<file path="src/rtl/text_writer_if.sv">
// Command, buffer-port and cursor bundle between text_writer (slave) and its
// keyboard/buffer environment (master).
interface text_writer_if;
  logic       en;
  logic [7:0] w_ascii;
  logic       is_dir;
  logic       busy;
  logic       drop;
  logic       wr_en;
  logic [4:0] wr_row;
  logic [6:0] wr_col;
  logic [7:0] wr_data;
  logic [4:0] rd_row;
  logic [6:0] rd_col;
  logic [7:0] rd_data;
  logic [6:0] cur_x;
  logic [4:0] cur_y;

  // en is a one-cycle strobe taken only while busy=0; a strobe seen while busy=1
  // is discarded and answered with a one-cycle drop pulse. rd_data follows rd_* by one cycle.
  modport slave (
    input  en, w_ascii, is_dir, rd_data,
    output busy, drop, wr_en, wr_row, wr_col, wr_data, rd_row, rd_col, cur_x, cur_y
  );
  modport master (
    output en, w_ascii, is_dir, rd_data,
    input  busy, drop, wr_en, wr_row, wr_col, wr_data, rd_row, rd_col, cur_x, cur_y
  );
endinterface

</file>
<file path="src/rtl/text_writer.sv">
// Write side of the 70x30 text buffer: clears, types, edits, scrolls, tracks the cursor.
// Optional prompt glyph at column 0 of new lines is enabled by defining TEXT_WRITER_PROMPT_EN.
module text_writer #(
  parameter int         COLS        = 70,
  parameter int         ROWS        = 30,
  parameter logic [7:0] PROMPT_CHAR = 8'h3E
) (
  input  logic          clk,
  input  logic          rst,
  text_writer_if.slave  bus,
  output logic [2:0]    o_dbg_state
);
`ifdef TEXT_WRITER_PROMPT_EN
  localparam logic       PROMPT_EN = 1'b1;
  localparam logic [6:0] PSTART    = 7'd2;
`else
  localparam logic       PROMPT_EN = 1'b0;
  localparam logic [6:0] PSTART    = 7'd0;
`endif
  localparam logic [6:0] LAST_COL = 7'(COLS - 1);
  localparam logic [4:0] LAST_ROW = 5'(ROWS - 1);

  typedef enum logic [2:0] {S_CLEAR, S_IDLE, S_SCR_COPY, S_SCR_FILL, S_PROMPT} state_t;

  state_t     r_state, w_state;
  logic [4:0] r_row, w_row;
  logic [6:0] r_col, w_col;
  logic       r_issue_done, w_issue_done;
  logic       r_prompt_pend, w_prompt_pend;
  logic       r_rd_v, w_rd_v, r_rd_v_d, w_rd_v_d;
  logic [4:0] r_rd_row_d, w_rd_row_d;
  logic [6:0] r_rd_col_d, w_rd_col_d;
  logic [6:0] r_cur_x, w_cur_x;
  logic [4:0] r_cur_y, w_cur_y;
  logic       r_wr_en, w_wr_en;
  logic [4:0] r_wr_row, w_wr_row;
  logic [6:0] r_wr_col, w_wr_col;
  logic [7:0] r_wr_data, w_wr_data;
  logic [4:0] r_rd_row, w_rd_row;
  logic [6:0] r_rd_col, w_rd_col;
  logic       r_busy, w_busy;
  logic       r_drop, w_drop;

  always_ff @(posedge clk) begin
    if (rst) begin
      r_state <= S_CLEAR;  r_row <= '0;  r_col <= '0;
      r_issue_done <= 1'b0;  r_prompt_pend <= 1'b0;
      r_rd_v <= 1'b0;  r_rd_v_d <= 1'b0;  r_rd_row_d <= '0;  r_rd_col_d <= '0;
      r_cur_x <= '0;  r_cur_y <= '0;
      r_wr_en <= 1'b0;  r_wr_row <= '0;  r_wr_col <= '0;  r_wr_data <= '0;
      r_rd_row <= '0;  r_rd_col <= '0;
      r_busy <= 1'b1;  r_drop <= 1'b0;
    end else begin
      r_state <= w_state;  r_row <= w_row;  r_col <= w_col;
      r_issue_done <= w_issue_done;  r_prompt_pend <= w_prompt_pend;
      r_rd_v <= w_rd_v;  r_rd_v_d <= w_rd_v_d;  r_rd_row_d <= w_rd_row_d;  r_rd_col_d <= w_rd_col_d;
      r_cur_x <= w_cur_x;  r_cur_y <= w_cur_y;
      r_wr_en <= w_wr_en;  r_wr_row <= w_wr_row;  r_wr_col <= w_wr_col;  r_wr_data <= w_wr_data;
      r_rd_row <= w_rd_row;  r_rd_col <= w_rd_col;
      r_busy <= w_busy;  r_drop <= w_drop;
    end
  end

  always_comb begin
    w_state = r_state;  w_row = r_row;  w_col = r_col;
    w_issue_done = r_issue_done;  w_prompt_pend = r_prompt_pend;
    w_cur_x = r_cur_x;  w_cur_y = r_cur_y;
    w_wr_en = 1'b0;  w_wr_row = r_wr_row;  w_wr_col = r_wr_col;  w_wr_data = r_wr_data;
    w_rd_row = r_rd_row;  w_rd_col = r_rd_col;
    w_rd_v = 1'b0;  w_rd_v_d = r_rd_v;  w_rd_row_d = r_rd_row;  w_rd_col_d = r_rd_col;
    w_drop = bus.en && (r_state != S_IDLE);

    // Scroll copy pipeline: the read presented two edges ago has its data on rd_data now.
    if (r_rd_v_d) begin
      w_wr_en = 1'b1;  w_wr_row = r_rd_row_d - 5'd1;  w_wr_col = r_rd_col_d;  w_wr_data = bus.rd_data;
    end

    case (r_state)
      S_CLEAR: begin
        w_wr_en = 1'b1;  w_wr_row = r_row;  w_wr_col = r_col;  w_wr_data = 8'h00;
        if (r_col != LAST_COL) begin
          w_col = r_col + 7'd1;
        end else if (r_row != LAST_ROW) begin
          w_col = '0;  w_row = r_row + 5'd1;
        end else begin
          w_col = '0;  w_row = '0;
          w_cur_x = PSTART;  w_cur_y = '0;
          w_state = PROMPT_EN ? S_PROMPT : S_IDLE;
        end
      end
      S_IDLE: if (bus.en) begin
        if (bus.is_dir) begin
          case (bus.w_ascii)
            8'h32: if (r_cur_y != LAST_ROW) w_cur_y = r_cur_y + 5'd1;
            8'h34: if (r_cur_x != 7'd0)     w_cur_x = r_cur_x - 7'd1;
            8'h36: if (r_cur_x != LAST_COL) w_cur_x = r_cur_x + 7'd1;
            8'h38: if (r_cur_y != 5'd0)     w_cur_y = r_cur_y - 5'd1;
            default: ;
          endcase
        end else if (bus.w_ascii == 8'h0D) begin
          w_cur_x = PSTART;
          if (r_cur_y == LAST_ROW) begin
            w_state = S_SCR_COPY;  w_row = 5'd1;  w_col = '0;
            w_issue_done = 1'b0;  w_prompt_pend = 1'b1;
          end else begin
            w_cur_y = r_cur_y + 5'd1;
            if (PROMPT_EN) begin
              w_wr_en = 1'b1;  w_wr_row = r_cur_y + 5'd1;  w_wr_col = '0;  w_wr_data = PROMPT_CHAR;
            end
          end
        end else if (bus.w_ascii == 8'h08) begin
          if (r_cur_x != 7'd0) begin
            w_wr_en = 1'b1;  w_wr_row = r_cur_y;  w_wr_col = r_cur_x - 7'd1;  w_wr_data = 8'h00;
            w_cur_x = r_cur_x - 7'd1;
          end else if (r_cur_y != 5'd0) begin
            w_wr_en = 1'b1;  w_wr_row = r_cur_y - 5'd1;  w_wr_col = LAST_COL;  w_wr_data = 8'h00;
            w_cur_x = LAST_COL;  w_cur_y = r_cur_y - 5'd1;
          end
        end else begin
          w_wr_en = 1'b1;  w_wr_row = r_cur_y;  w_wr_col = r_cur_x;  w_wr_data = bus.w_ascii;
          if (r_cur_x != LAST_COL) begin
            w_cur_x = r_cur_x + 7'd1;
          end else begin
            w_cur_x = '0;
            if (r_cur_y != LAST_ROW) begin
              w_cur_y = r_cur_y + 5'd1;
            end else begin
              w_state = S_SCR_COPY;  w_row = 5'd1;  w_col = '0;
              w_issue_done = 1'b0;  w_prompt_pend = 1'b0;
            end
          end
        end
      end
      S_SCR_COPY: begin
        if (!r_issue_done) begin
          w_rd_row = r_row;  w_rd_col = r_col;  w_rd_v = 1'b1;
          if (r_col != LAST_COL) begin
            w_col = r_col + 7'd1;
          end else begin
            w_col = '0;
            if (r_row != LAST_ROW) w_row = r_row + 5'd1;
            else                   w_issue_done = 1'b1;
          end
        end else if (!r_rd_v && !r_rd_v_d) begin
          w_state = S_SCR_FILL;  w_col = '0;
        end
      end
      S_SCR_FILL: begin
        w_wr_en = 1'b1;  w_wr_row = LAST_ROW;  w_wr_col = r_col;  w_wr_data = 8'h00;
        if (r_col != LAST_COL) begin
          w_col = r_col + 7'd1;
        end else begin
          w_col = '0;
          w_state = (PROMPT_EN && r_prompt_pend) ? S_PROMPT : S_IDLE;
        end
      end
      S_PROMPT: begin
        w_wr_en = 1'b1;  w_wr_row = r_cur_y;  w_wr_col = '0;  w_wr_data = PROMPT_CHAR;
        w_prompt_pend = 1'b0;
        w_state = S_IDLE;
      end
      default: w_state = S_CLEAR;
    endcase

    w_busy = (w_state != S_IDLE);
  end

  assign bus.busy    = r_busy;
  assign bus.drop    = r_drop;
  assign bus.wr_en   = r_wr_en;
  assign bus.wr_row  = r_wr_row;
  assign bus.wr_col  = r_wr_col;
  assign bus.wr_data = r_wr_data;
  assign bus.rd_row  = r_rd_row;
  assign bus.rd_col  = r_rd_col;
  assign bus.cur_x   = r_cur_x;
  assign bus.cur_y   = r_cur_y;
  assign o_dbg_state = r_state;
endmodule
</file>
<file path="src/flat_wrapper.sv">
// flat-port wrapper written by rule: the top's interface ports become plain ports
module text_writer_flat 
#(
  parameter int         COLS        = 70,
  parameter int         ROWS        = 30,
  parameter logic [7:0] PROMPT_CHAR = 8'h3E
)
  (clk, rst, o_dbg_state, bus_en, bus_w_ascii, bus_is_dir, bus_rd_data, bus_busy, bus_drop, bus_wr_en, bus_wr_row, bus_wr_col, bus_wr_data, bus_rd_row, bus_rd_col, bus_cur_x, bus_cur_y);
  text_writer_if bus_i ();
  input  logic clk;
  input  logic rst;
  output logic [2:0] o_dbg_state;
  input wire logic [$bits(bus_i.en)-1:0] bus_en;
  input wire logic [$bits(bus_i.w_ascii)-1:0] bus_w_ascii;
  input wire logic [$bits(bus_i.is_dir)-1:0] bus_is_dir;
  input wire logic [$bits(bus_i.rd_data)-1:0] bus_rd_data;
  output wire logic [$bits(bus_i.busy)-1:0] bus_busy;
  output wire logic [$bits(bus_i.drop)-1:0] bus_drop;
  output wire logic [$bits(bus_i.wr_en)-1:0] bus_wr_en;
  output wire logic [$bits(bus_i.wr_row)-1:0] bus_wr_row;
  output wire logic [$bits(bus_i.wr_col)-1:0] bus_wr_col;
  output wire logic [$bits(bus_i.wr_data)-1:0] bus_wr_data;
  output wire logic [$bits(bus_i.rd_row)-1:0] bus_rd_row;
  output wire logic [$bits(bus_i.rd_col)-1:0] bus_rd_col;
  output wire logic [$bits(bus_i.cur_x)-1:0] bus_cur_x;
  output wire logic [$bits(bus_i.cur_y)-1:0] bus_cur_y;
  assign bus_i.en = bus_en;
  assign bus_i.w_ascii = bus_w_ascii;
  assign bus_i.is_dir = bus_is_dir;
  assign bus_i.rd_data = bus_rd_data;
  assign bus_busy = bus_i.busy;
  assign bus_drop = bus_i.drop;
  assign bus_wr_en = bus_i.wr_en;
  assign bus_wr_row = bus_i.wr_row;
  assign bus_wr_col = bus_i.wr_col;
  assign bus_wr_data = bus_i.wr_data;
  assign bus_rd_row = bus_i.rd_row;
  assign bus_rd_col = bus_i.rd_col;
  assign bus_cur_x = bus_i.cur_x;
  assign bus_cur_y = bus_i.cur_y;
  text_writer #(.COLS(COLS), .ROWS(ROWS), .PROMPT_CHAR(PROMPT_CHAR)) u_core (.clk(clk), .rst(rst), .bus(bus_i), .o_dbg_state(o_dbg_state));
endmodule
</file>
<file path="config.mk">
export PLATFORM = sky130hd
export DESIGN_NAME = text_writer_flat
export DESIGN_NICKNAME = d
export VERILOG_FILES = /design/src/rtl/text_writer_if.sv /design/src/rtl/text_writer.sv /design/src/flat_wrapper.sv
export SDC_FILE = /design/constraint.sdc
export NUM_CORES = 1
export LEC_CHECK = 0
export ABC_AREA = 1
export BUFFER_PORTS_ARGS = -buffer_cell sky130_fd_sc_hd__buf_2
export CORE_ASPECT_RATIO = 2
export CORE_MARGIN = 2
export CORE_UTILIZATION = 55
export CTS_BUF_LIST = sky130_fd_sc_hd__clkbuf_2
export DETAILED_ROUTE_END_ITERATION = 10
export GPL_TIMING_DRIVEN = 0
export PLACE_DENSITY = 0.8
export SKIP_CTS_REPAIR_TIMING = 1
export SYNTH_ARGS = -nofsm -noshare
export SYNTH_HDL_FRONTEND = slang
export SYNTH_SLANG_ARGS = --single-unit
</file>
<file path="constraint.sdc">
create_clock -name clk -period 1.9 [get_ports clk]
set_input_delay 0.38 -clock clk [delete_from_list [all_inputs] [get_ports clk]]
set_output_delay 0.38 -clock clk [all_outputs]
set_load 0.02 [all_outputs]
</file>
==> run_results.csv <==
group,metric,value,unit
detailed_routing,drc,0,
cts,clkTransAtPathRegs,0.27,ns
grt,grt_max_degree,16,
detailed_routing,routedWlPerCell,16.2,µm
cts,cts_buffer_depth,2,
cts,clock_latency,0.60,ns
setup_path,cp-start-kind,"register",
final_layout,multiInputGateArea,3510,µm²
setup_path,cp_slowest_cell,"dfxtp_4",
setup_path,crit_arrival,2.41,ns
detailed_routing,drt_iter0_markers,561,
grt,grt_pass1_wl,26700,µm
grt,overflow,0,
final_layout,regArea,1570,µm²
grt,grt_pass1_vias,5629,
final_layout,final_cell_area,6600,µm²
placed_design,placed_area,5870,µm²
power,irDropWorstVdd,0.535,mV
grt,grt_use_total,32.9,%
detailed_routing,ant_nets,0,
synth,synth_top_cell_by_area,"dfxtp_1",
placed_design,post-place-ws,-0.320,ns
cts,cts_tree,"done",
sta,hold_slack,0.152,ns
setup_path,slowest_delay,0.44,ns
synth,ys_top_cells_by_area,"dfxtp_1, nand2_1, nand3_1",
die,row_count,51,
synth,synth_top_cell_area_share,28.7,%
detailed_routing,drt_first_pass_iters,8,
setup_path,timing.critical_path.mode_cell,"nand2_1",
synth,ys_ff_latch,77,
cts,ctsHtreeMaxLevel,3,
setup_path,cpLargestDelayFamily,"simple AND/OR/NAND/NOR gates",
final_layout,drive_above_1_share,22.9,%
grt,antenna_found_initial,1,
die,initial_core_util,55.7,%
power,p_leak,0.00315,µW
final_layout,nFillCells,898,
sta,skew,0.0380,ns
synth,yosysSeqAreaShare,28.7,%
die,die_h,144,µm
setup_path,worstPathCellList,"inv_8 -> ha_4 -> inv_2 -> nor2_4 -> nand3_4 -> nor2_4 -> buf_6 -> nand2_2 -> nand2_1 -> nand2_1 -> nand2_1 -> nand2_1 -> nand2_2 -> a21oi_2",
cts,clkSinkCount,77,
placed_design,dp_hpwl,13600,µm
status,status,"finished with violations",
setup_path,endpoint_kind,"register",
sta,setup_viol,1,
synth,syn_nets,917,
cts,cts_buffers,9,
final_layout,nets,1036,
hold_path,hold_path_class,"primary input to register",
sta,fmax,521,MHz
synth,postSynthAreaPerCell,6.07,µm²
setup_path,crit_fanout,5,
sta,worst_slack,-0.0204,ns
sta,rsz0062_at_grt,"true",
detailed_routing,avgViaCountPerCell,5.61,
setup_path,cp_num_buf_inv,3,
sta,period_needed,1.92,ns
setup_path,path_class,"register to register",
detailed_routing,totalWireLength,18500,µm
sta,slew_headroom,47.8,%
placed_design,port_buffers,67,
die,core_area,9640,µm²
power,power,3580,µW
setup_path,required,2.39,ns
detailed_routing,num_vias,6408,
placed_design,place_inst,1084,
synth,yosys.cell_types.count,40,
flow_run,maxCapViolations,0,
placed_design,gp_congestion,1.01,
synth,syn_area,5370,µm²
sta,drv_slew,0,
cts,root_buffer,"clkbuf_2",
sta,finalHoldViolCount,0,
synth,ys_warn_count,0,
die,ios,70,
final_layout,syn_to_final_growth,22.9,%
power,power_density,543,nW/µm²
final_layout,fin_cells,1142,
sta,fin_crit_sh,101,%
synth,netlist_instances,885,
die,dieArea,10600,µm²
status,violations,"setup timing",
die,die_w,73.9,µm
sta,tightest_slew,0.783,ns
## area by class of cell
cell class / count / share of cell area (%)
multi-input cells: 680 / 53.2
inverters: 96 / 5.78
diodes: 1 / 0.0379
clock buffers: 9 / 0.683
plain buffers: 32 / 2.64
repair buffers: 108 / 10.1
clock inverters: 7 / 1.23
well taps: 132 / 2.50
flip-flops and latches: 77 / 23.8
## registers in the layout, summed over array words and instances, names as in the netlist, 3 cells and up
name / cells
u_core.bus.cur_x: 7
u_core.bus.cur_y: 5
u_core.bus.rd_col: 7
u_core.bus.rd_row: 5
u_core.bus.wr_col: 7
u_core.bus.wr_data: 8
u_core.bus.wr_row: 5
u_core.o_dbg_state: 3
u_core.r_col: 7
u_core.r_rd_col_d: 7
u_core.r_rd_row_d: 5
u_core.r_row: 5
## cells by family after synthesis
logic type	share of synthesized area [%]
adder cells (fa/ha/maj)	2.80
XOR/XNOR	2.12
buffers and inverters	9.72
flip-flops	28.7
AND/OR/NAND/NOR	38.7
other	0.0698
multiplexers	0.559
AO/OA/AOI/OAI	17.3
## where the power goes
group / internal (µW) / switching, µW / total, µW
Sequential: 1670 / 45.1 / 1710
Combinational: 291 / 561 / 852
Clock: 318 / 702 / 1020
Total: 2280 / 1310 / 3580
## placed cells by master, fill, tap and decap left out, drive strengths merged
| cell type | count |
|---|---|
| clkbuf | 22 |
| nand3b | 2 |
| inv | 96 |
| a31o | 1 |
| xnor2 | 3 |
| o211a | 1 |
| o22a | 12 |
| a31oi | 3 |
| conb | 1 |
| mux2i | 3 |
| o21ai | 60 |
| a211o | 1 |
| diode | 1 |
| a211oi | 1 |
| clkinv | 2 |
| a21oi | 75 |
| or2 | 6 |
| nand4 | 10 |
| o21bai | 1 |
| dfxtp | 77 |
| buf | 126 |
| dlygate4sd3 | 1 |
| nand2 | 259 |
| ha | 12 |
| o31ai | 1 |
| nor2 | 118 |
| nor3 | 6 |
| nand3 | 85 |
| clkinvlp | 4 |
| bufinv | 1 |
| xor2 | 10 |
| o211ai | 3 |
| a221oi | 6 |
## cells in the mapped netlist (all sizes together)
library cell / instances
nand2: 259
nor2: 118
inv: 93
nand3: 84
dfxtp: 77
a21oi: 75
o21ai: 60
buf: 21
clkbuf: 12
ha: 12
o22a: 12
nand4: 10
xor2: 10
a221oi: 6
nor3: 6
or2: 6
a31oi: 3
clkinv: 3
mux2i: 3
o211ai: 3
xnor2: 3
nand3b: 2
a211o: 1
a211oi: 1
a31o: 1
conb: 1
o211a: 1
o21bai: 1
o31ai: 1
## worst min-delay path: cells and delay by family
family	cells	cell delay [ns]
AOI/OAI and AO/OA	2	0.24
buffers and inverters	1	0.12
## layer usage
layer | up-vias | global-route usage (%) | routed length, µm
met5 | - | 0 | 0
met4 | 0 | 22.4 | 1190
met3 | 85 | 4.21 | 1010
met2 | 307 | 57.2 | 9570
met1 | 2881 | 35.6 | 6670
li1 | 3135 | - | -
## per-stage QoR
stage,util (%),setup TNS [ns]
CTS,62.3,-10.49
finish,68.5,-0.0204
global placement,61.0,-9.54
global route,68.5,-0.716
floorplan,-,0
detailed placement,61.0,-10.30
## final timing paths
check | startpoint | to | slack, ns | cells after the start
worst max-delay path | u_core.bus.cur_x[0] | u_core.bus.wr_col[2] | -0.02 | 14
worst min-delay path | bus_w_ascii[2] | u_core.bus.wr_data[2] | 0.15 | 3
worst max register to register | u_core.bus.cur_x[0] | u_core.bus.wr_col[2] | -0.02 | 14
worst min register to register | u_core.bus.rd_row[0] | u_core.r_rd_row_d[0] | 0.43 | 2
Power figures use the tool's default switching activity.
